## src/rtl/spi_disp_tx.sv

```systemverilog
// spi_disp_tx: SPI transmit engine for ST7789-class panels.
// It has a write FIFO of {DC, payload} words, a programmable SCK half-period,
// runtime CPOL/CPHA selection and a managed chip select. DATA_W must be >= 2.
module spi_disp_tx #(
  parameter int unsigned DATA_W     = 8,
  parameter int unsigned FIFO_DEPTH = 16,
  parameter int unsigned DIV_W      = 8
) (
  input  logic                            clk_i,
  input  logic                            rst_ni,
  input  logic [DIV_W-1:0]                cfg_div_i,
  input  logic                            cfg_cpol_i,
  input  logic                            cfg_cpha_i,
  input  logic                            wr_valid_i,
  input  logic [DATA_W:0]                 wr_data_i,
  output logic                            wr_ready_o,
  output logic                            spi_sck_o,
  output logic                            spi_sda_o,
  output logic                            spi_dc_o,
  output logic                            spi_cs_no,
  output logic                            busy_o,
  output logic [$clog2(FIFO_DEPTH):0]     level_o
);

  localparam int unsigned AW = $clog2(FIFO_DEPTH);
  localparam int unsigned LW = AW + 1;
  localparam int unsigned WW = DATA_W + 1;
  localparam int unsigned BW = (DATA_W > 1) ? $clog2(DATA_W) : 1;

  typedef enum logic [2:0] {
    S_IDLE  = 3'd0,
    S_SETUP = 3'd1,
    S_LEAD  = 3'd2,
    S_TRAIL = 3'd3,
    S_HOLD  = 3'd4
  } state_t;

  state_t            state_q, state_d;
  logic [DIV_W-1:0]  hcnt_q, hcnt_d;
  logic [BW-1:0]     bit_q, bit_d;
  logic [DATA_W-1:0] sh_q, sh_d;
  logic [DIV_W-1:0]  div_q, div_d;
  logic              cpol_q, cpol_d;
  logic              cpha_q, cpha_d;
  logic              sck_q, sck_d;
  logic              sda_q, sda_d;
  logic              dc_q, dc_d;
  logic              cs_q, cs_d;
  logic              busy_q, busy_d;
  logic              ready_q, ready_d;
  logic [LW-1:0]     level_q, level_d;
  logic [AW-1:0]     wr_ptr_q, rd_ptr_q;
  logic [WW-1:0]     mem [FIFO_DEPTH];
  logic [WW-1:0]     head;
  logic              push, pop, half_done, last_bit;

  assign push      = wr_valid_i && ready_q;
  assign head      = mem[rd_ptr_q];
  assign half_done = (hcnt_q == div_q);
  assign last_bit  = (bit_q == BW'(DATA_W - 1));

  // FIFO storage; occupancy and pointers live with the other state below
  always_ff @(posedge clk_i) begin
    if (rst_ni && push) mem[wr_ptr_q] <= wr_data_i;
  end

  // Next-state, pop decision and next pin values
  always_comb begin
    state_d = state_q;
    hcnt_d  = hcnt_q + DIV_W'(1);
    bit_d   = bit_q;
    sh_d    = sh_q;
    div_d   = div_q;
    cpol_d  = cpol_q;
    cpha_d  = cpha_q;
    sck_d   = sck_q;
    sda_d   = sda_q;
    dc_d    = dc_q;
    cs_d    = cs_q;
    pop     = 1'b0;

    case (state_q)
      S_IDLE: begin
        sck_d  = cfg_cpol_i;
        cs_d   = 1'b1;
        hcnt_d = '0;
        if (level_q != '0) pop = 1'b1;
      end
      S_SETUP: begin
        if (half_done) begin
          state_d = S_LEAD;
          hcnt_d  = '0;
          sck_d   = !cpol_q;
          if (cpha_q) begin
            sda_d = sh_q[DATA_W-1];
            sh_d  = sh_q << 1;
          end
        end
      end
      S_LEAD: begin
        if (half_done) begin
          state_d = S_TRAIL;
          hcnt_d  = '0;
          sck_d   = cpol_q;
          if (!cpha_q && !last_bit) begin
            sda_d = sh_q[DATA_W-2];
            sh_d  = sh_q << 1;
          end
        end
      end
      S_TRAIL: begin
        if (half_done) begin
          hcnt_d = '0;
          if (last_bit) begin
            if (level_q != '0) pop = 1'b1;
            else state_d = S_HOLD;
          end else begin
            state_d = S_LEAD;
            bit_d   = bit_q + BW'(1);
            sck_d   = !cpol_q;
            if (cpha_q) begin
              sda_d = sh_q[DATA_W-1];
              sh_d  = sh_q << 1;
            end
          end
        end
      end
      S_HOLD: begin
        if (half_done) begin
          state_d = S_IDLE;
          hcnt_d  = '0;
          cs_d    = 1'b1;
          sck_d   = cfg_cpol_i;
        end
      end
      default: state_d = S_IDLE;
    endcase

    // Word load: config is captured here and held until the next pop
    if (pop) begin
      state_d = S_SETUP;
      hcnt_d  = '0;
      bit_d   = '0;
      sh_d    = head[DATA_W-1:0];
      div_d   = cfg_div_i;
      cpol_d  = cfg_cpol_i;
      cpha_d  = cfg_cpha_i;
      sck_d   = cfg_cpol_i;
      cs_d    = 1'b0;
      dc_d    = head[DATA_W];
      if (!cfg_cpha_i) sda_d = head[DATA_W-1];
    end

    level_d = level_q + LW'(push) - LW'(pop);
    ready_d = (level_d != LW'(FIFO_DEPTH));
    busy_d  = (state_d != S_IDLE) || (level_d != '0);
  end

  // State, counters, FIFO pointers and registered outputs
  always_ff @(posedge clk_i) begin
    if (!rst_ni) begin
      state_q  <= S_IDLE;
      hcnt_q   <= '0;
      bit_q    <= '0;
      sh_q     <= '0;
      div_q    <= '0;
      cpol_q   <= 1'b0;
      cpha_q   <= 1'b0;
      sck_q    <= 1'b0;
      sda_q    <= 1'b0;
      dc_q     <= 1'b0;
      cs_q     <= 1'b1;
      busy_q   <= 1'b0;
      ready_q  <= 1'b0;
      level_q  <= '0;
      wr_ptr_q <= '0;
      rd_ptr_q <= '0;
    end else begin
      state_q  <= state_d;
      hcnt_q   <= hcnt_d;
      bit_q    <= bit_d;
      sh_q     <= sh_d;
      div_q    <= div_d;
      cpol_q   <= cpol_d;
      cpha_q   <= cpha_d;
      sck_q    <= sck_d;
      sda_q    <= sda_d;
      dc_q     <= dc_d;
      cs_q     <= cs_d;
      busy_q   <= busy_d;
      ready_q  <= ready_d;
      level_q  <= level_d;
      if (push) wr_ptr_q <= wr_ptr_q + AW'(1);
      if (pop)  rd_ptr_q <= rd_ptr_q + AW'(1);
    end
  end

  assign wr_ready_o = ready_q;
  assign spi_sck_o  = sck_q;
  assign spi_sda_o  = sda_q;
  assign spi_dc_o   = dc_q;
  assign spi_cs_no  = cs_q;
  assign busy_o     = busy_q;
  assign level_o    = level_q;

endmodule
```

## config.mk

```make
export PLATFORM = sky130hd
export DESIGN_NAME = spi_disp_tx
export DESIGN_NICKNAME = d
export VERILOG_FILES = /design/src/rtl/spi_disp_tx.sv
export SDC_FILE = /design/constraint.sdc
export NUM_CORES = 1
export LEC_CHECK = 0
export CAP_MARGIN = 20
export CORE_MARGIN = 2
export CORE_UTILIZATION = 55
export DETAILED_ROUTE_END_ITERATION = 10
export PLACE_DENSITY = 0.76
export REMOVE_ABC_BUFFERS = 1
export SYNTH_ARGS = -nofsm -noshare
export SYNTH_HDL_FRONTEND = slang
export SYNTH_SLANG_ARGS = --single-unit
```

## constraint.sdc

```tcl
create_clock -name clk_i -period 3.6 [get_ports clk_i]
set_clock_uncertainty 0.2 [all_clocks]
set_input_delay 0.36 -clock clk_i [delete_from_list [all_inputs] [get_ports clk_i]]
set_output_delay 0.36 -clock clk_i [all_outputs]
set_load 0.02 [all_outputs]
```

# Yosys cells after proc, flatten, opt, wreduce, memory -nomap -nowiden
# Memory sizes are Yosys's and may differ from the RTL's. A register that Yosys moved wholly into a read port is not among the register bits.
# Cells that the tools add are included.
# classes
n_addsub,6
n_eq_ne,13
mux,45
n_bitwise,2
reduce_logical,20
# op_table
cell,count
two-way mux 8 bit,8
case mux 8 bit (3 select lines),1
two-way mux 1 bit,21
two-way mux 3 bit,7
"inequality test 3 bit, second input constant",6
case mux 8 bit (2 select lines),1
case mux 3 bit (5 select lines),1
AND reduction 6 bit,2
nonzero test 5 bit,2
"adder 4 x 1 -> 4 bit, second input constant",2
"adder 8 x 1 -> 8 bit, second input constant",1
equality test 8 bit,1
two-way mux 4 bit,2
"equality test 3 x 2 -> 1 bit, second input constant",2
"equality test 3 bit, second input constant",2
nonzero test 3 bit,2
nonzero test 6 bit,1
adder 5 x 1 -> 5 bit,1
"inequality test 5 bit, second input constant",1
case mux 1 bit (5 select lines),1
subtractor 5 x 1 -> 5 bit,1
case mux 1 bit (2 select lines),2
nonzero test 4 bit,1
OR reduction 4 bit,1
11 further kinds,16
# totals
reg_bits,51
ramBits,144
input_bits,22
output_inout_bits,11
word_cells,103
n_memories,1
# mem_list
memory,words,word_bits,rd,rd_ports_with_merged_regs,write_ports,line_no,source
mem,16,9,1,1,1,53,logic [WW-1:0] mem [FIFO_DEPTH];

# Logic depth before layout (Yosys ltp)
# Gate-level depths: netlist (run 1).
# logic_depth
depth_word,8
mapped_depth,17
depth_no_buf,15

# Worst setup path after synthesis (run 1)
# OpenSTA, ideal clock, no wires.
# synth_path
path_type,reg2reg
from,"register level_q[2], in the netlist level_o[2]"
to,"register busy_q, in the netlist busy_o"
setup_time_ns,0.128
arrival_ns,3.068
path_slack_ns,0.204
path_stages_with_launch,17
path_buffers,1
period_less_slack_ns,3.396
path_cell_list,dfxtp_1 inv_1 ha_1 nor4b_4 nor2_1 nand2_2 buf_2 nand2_1 nand2_1 ha_1 fa_1 a21oi_1 o21bai_1 xnor2_1 nand3_1 o21ai_0 o211ai_1
# synth_via
elab_chain_cells,8
# synth_lines
element,line_no,source
"start, declared",51,"logic [LW-1:0] level_q, level_d;"
"start signal, assigned",192,level_q <= level_d;
nonzero test 5 bit,"87, 115",
two-way mux 1 bit / two-way mux 3 bit (equally long branches),"87, 115",
two-way mux 1 bit / two-way mux 3 bit (equally long branches),114,if (last_bit) begin
two-way mux 1 bit / two-way mux 3 bit (equally long branches),112,if (half_done) begin
case mux 1 bit (2 select lines) / case mux 3 bit (5 select lines) (equally long branches),82,case (state_q)
subtractor 5 x 1 -> 5 bit / two-way mux 3 bit (equally long branches),"154, 140",
nonzero test 5 bit / nonzero test 3 bit (equally long branches),156,busy_d = (state_d != S_IDLE) || (level_d != '0);
logical OR 1 bit (*),156,
"end signal, assigned",190,busy_q <= busy_d;
"end, declared",49,"logic busy_q, busy_d;"
# Every way passes the cells marked *; elsewhere a longest branch is shown, timed or not.
# A chain may end at the register's enable or synchronous reset.

# Worst setup path in the final report (run 1)
# layout_path
from,register hcnt_q[0]
to,"register busy_q, in the netlist busy_o"
# layout_via
elab_chain_cells,6
# layout_lines
element,line_no,source
"start, declared",39,"logic [DIV_W-1:0] hcnt_q, hcnt_d;"
"start signal, assigned",180,hcnt_q <= hcnt_d;
equality test 8 bit (*),59,assign half_done = (hcnt_q == div_q);
two-way mux 1 bit (tied with other cells),112,
case mux 1 bit (2 select lines) / case mux 3 bit (5 select lines) (equally long branches),82,
subtractor 5 x 1 -> 5 bit / two-way mux 3 bit (equally long branches),"154, 140",
nonzero test 5 bit / nonzero test 3 bit (equally long branches),156,
logical OR 1 bit (*),156,
# Marked as above.

==> flow_metrics.py, run 1 <==
metrics = {
    "grt": {
        "antenna_found_initial": 0,
        "grt_overflow": 0,
        "grt_pass1_wl_um": 27900,
        "grt_max_degree": 35,
        "grt_pass1_vias": 5089,
        "grt_usage_pct": 23.1,
    },
    "finish": {
        "final_common_cell": "edfxtp_1",
        "finalInstanceArea_um2": 9590,
        "nets": 670,
        "syn2layout_area_growth_pct": 15.0,
        "regArea_um2": 5430,
        "multi_input_area_um2": 2730,
        "final_cell_mix": "144 x edfxtp_1, 54 x dfxtp_1, 50 x nand2_1",
        "drive_above_1_share_pct": 17.5,
        "final_util_pct": 63.8,
        "n_antenna_cell": 0,
        "fillers": 1042,
        "fin_cells": 835,
    },
    "power": {
        "p_leak_nw": 3.21,
        "p_clk_share_pct": 26.5,
        "seqPwrFrac_pct": 39.7,
        "switching_share_pct": 34.7,
        "powerDensity_nw_per_um2": 746,
        "combPwrFrac_pct": 33.8,
        "p_sw_mw": 2.48,
        "fin_total_pwr_mw": 7.15,
        "intPower_mw": 4.67,
        "peakVddDrop_v": 0.000485,
    },
    "sta": {
        "tightest_slew_ns": 0.811,
        "period_share_pct": 92.2,
        "slew_headroom_pct": 46.0,
        "hold_slack_ns": 0.262,
        "period_needed_ns": 3.32,
        "slew_violations": 0,
        "setup_viol": 0,
        "rsz0062_at_grt": "false",
        "max_freq_mhz": 301,
        "finalHoldViolCount": 0,
    },
    "floorplanning": {
        "die-area_um2": 16200,
        "coreArea_um2": 15000,
        "die_w_um": 127,
        "io_pins": 33,
        "rows": 45,
        "start_util_pct": 55.5,
        "die_h_um": 127,
    },
    "detailed_routing": {
        "drt_wl_total_um": 17600,
        "dr.pass1.iters": 5,
        "wl_per_cell_um": 21.0,
        "vias_per_cell": 6.07,
        "vias": 5065,
        "drc": 0,
        "postRouteAntennaNets": 0,
        "initialDrtViolationCount": 412,
    },
    "synthesis": {
        "ys_ff_latch": 199,
        "syn_avg_cell_area_um2": 14.4,
        "synthFlopType": "edfxtp_1",
        "synthArstFlopShare_pct": 0,
        "synth.yosys.warnings": 0,
        "yosysTopAreaCellShare_pct": 51.8,
        "synth-seq-area-share_pct": 65.0,
        "synth_edf_count": 144,
        "synth_top_area_cell": "edfxtp_1",
        "netlist_instances": 581,
        "synth_cell_types": 57,
        "yosys-top-cells-area": "edfxtp_1 52%, dfxtp_1 13%, mux4_2 6.2%",
        "synth_area_um2": 8340,
    },
    "placed_design": {
        "place.gp.congestion": 0.909,
        "hpwl_um": 11500,
        "dpl.cell_count": 802,
        "io_buffers": 32,
        "dpl_cell_area_um2": 8970,
    },
    "clock_network": {
        "path_clk_slew_ns": 0.07,
        "cts_buffers": 17,
        "clockBufferDepth": 2,
        "htreeDepth": 4,
        "cts.sinks": 199,
        "root_buffer": "clkbuf_16",
        "clock_latency_ns": 0.45,
        "ctsHoldBuffers": 0,
        "tritoncts": "yes",
    },
    "setup_path": {
        "startpoint": "hcnt_q[0]",
        "path_cells": "xnor2_1 > nand4_1 > o31ai_4 > nand2_2 > nand2_1 > nand2_1 > ha_1 > fa_1 > a21oi_1 > o21bai_1 > xnor2_1 > nand3_1 > o21ai_0 > o211ai_1",
        "critical_path.endpoint": "busy_o",
        "path_max_fanout": 6,
        "r2r_cells": 14,
        "ff2ff_setup_slack_ns": 0.28,
        "cpPeakStageDelay_ns": 0.42,
        "reg2reg_to": "busy_o",
        "endpoint_kind": "flip-flop",
        "path_depth": 14,
        "r2r_start": "hcnt_q[0]",
        "critPathArrivalTime_ns": 3.44,
        "path_buf_inv": 0,
        "crit_required_ns": 3.72,
        "path_delay_family": "compound AO/OA/AOI/OAI gates",
        "crit_slowest_cell": "fa_1",
        "start_kind": "flip-flop",
        "critPathKind": "flip-flop to flip-flop",
    },
    "flow_run": {
        "maxCapViolCount": 0,
    },
    "worst_hold_path": {
        "hold_depth": 3,
        "hold_path.class": "input pin to flip-flop",
    },
    "run_status": {
        "status": "finished, final reports clean",
    },
}
-- tightest hold or removal path: cells and delay by family --
kind	cells	cell delay [ns]
AOI/OAI and AO/OA	1	0.05
buffers and inverters	1	0.40
and+or+nand+nor	1	0.06
-- sequential cells by signal, indices dropped and copies added (netlist names), named ones only --
| register | flops |
|---|---|
| sh_q | 8 |
| wr_ptr_q | 4 |
| spi_sda_o | 1 |
| rd_ptr_q | 4 |
| level_o | 5 |
| cpha_q | 1 |
| div_q | 8 |
| mem | 144 |
| busy_o | 1 |
| spi_sck_o | 1 |
| cpol_q | 1 |
| spi_cs_no | 1 |
| hcnt_q | 8 |
| spi_dc_o | 1 |
| wr_ready_o | 1 |
| bit_q | 3 |
| state_q | 3 |
-- worst min path at each step --
stage / startpoint / end / slack, ns
final: cfg_div_i[1] / div_q[1] / 0.26
after global routing: cfg_div_i[4] / div_q[4] / 0.29
after floorplan: rst_ni / spi_cs_no / 0.22
after detailed placement: cpol_q / cpol_q / 0.27
after global placement: cpol_q / cpol_q / 0.26
after CTS: cfg_div_i[1] / div_q[1] / 0.26
-- metrics by stage --
step | setup slack, ns | setup TNS [ns]
3_5_place_dp | 0.202 | 0
5_1_grt | 0.0235 | 0
6_report | 0.281 | 0
2_1_floorplan | -0.0751 | -0.0751
4_1_cts | 0.133 | 0
3_3_place_gp | 0.376 | 0
-- Yosys cell counts (all sizes together), types with 2 or more instances --
library cell	number
nand2	52
nand3b	4
or2	2
a22oi	8
a211oi	3
edfxtp	144
nand3	13
dfxtp	55
a31oi	2
nor3	3
a221oi	14
o21ai	10
and3	4
and4	2
buf	14
nor2b	3
ha	13
mux2i	31
nor3b	2
clkinv	2
and2	8
or3	4
mux4	23
clkbuf	14
xnor2	15
xor2	11
a21oi	32
inv	9
o211ai	8
nor2	46
nand4	13
-- cell type report --
| type | count | share of cell area (%) |
|---|---|---|
| Inverter | 11 | 0.430 |
| Timing Repair Buffer | 62 | 5.82 |
| Clock inverter | 15 | 1.81 |
| Clock buffer | 17 | 4.43 |
| Tap cell | 188 | 2.45 |
| Sequential cell | 199 | 56.6 |
| Multi-Input combinational cell | 343 | 28.5 |
-- timing repair --
item / 4_1_cts / 5_1_grt
resized for setup: 0 / 3
setup buffers: 0 / 1
endpoints found under the setup margin: 0 / 1
-- cells by family (layout without fill, tap and decap cells) --
group | after synthesis | count (layout) | synth area share (%)
XOR/XNOR | 26 | 26 | 3.00
buffers and inverters | 39 | 105 | 2.38
AO/OA/AOI/OAI | 87 | 87 | 7.86
AND/OR/NAND/NOR | 161 | 161 | 9.51
multiplexers | 54 | 54 | 9.93
adder cells (fa/ha/maj) | 15 | 15 | 2.31
flip-flops | 199 | 199 | 65.0
-- metal layers --
layer  vias to the layer above  routed length [um]  global-route usage, %
li1                       2318                   -                      -
met1                      2523                7200                   29.6
met2                       186                8840                   38.3
met3                        38                1060                   5.40
met4                         0                 466                   9.37
met5                         -                   0                      0
-- power by group through the flow --
stage | combinational, mW | clock, mW | sequential, mW
global placement | 2.24 | 0 | 2.88
floorplan | 1.50 | 0 | 2.99
finish | 2.42 | 1.90 | 2.84
global route | 2.63 | 2.01 | 2.87
detailed placement | 2.32 | 0 | 2.89
CTS | 2.35 | 1.92 | 2.84
Power figures use the tool's default switching activity.
==> run 2: changes to the inputs <==
--- a/constraint.sdc
+++ b/constraint.sdc
@@ -3,3 +3,3 @@
 set_input_delay 0.36 -clock clk_i [delete_from_list [all_inputs] [get_ports clk_i]]
 set_output_delay 0.36 -clock clk_i [all_outputs]
-set_load 0.02 [all_outputs]
+set_load 0.005 [all_outputs]
==> results of run 2 <==
The final DEF is identical to that of run 1. Status: finished, final reports clean.
Main changes from that run: total power 7.15 mW -> 7.09 mW; worst IR drop on VDD 0.000485 V -> 0.000484 V
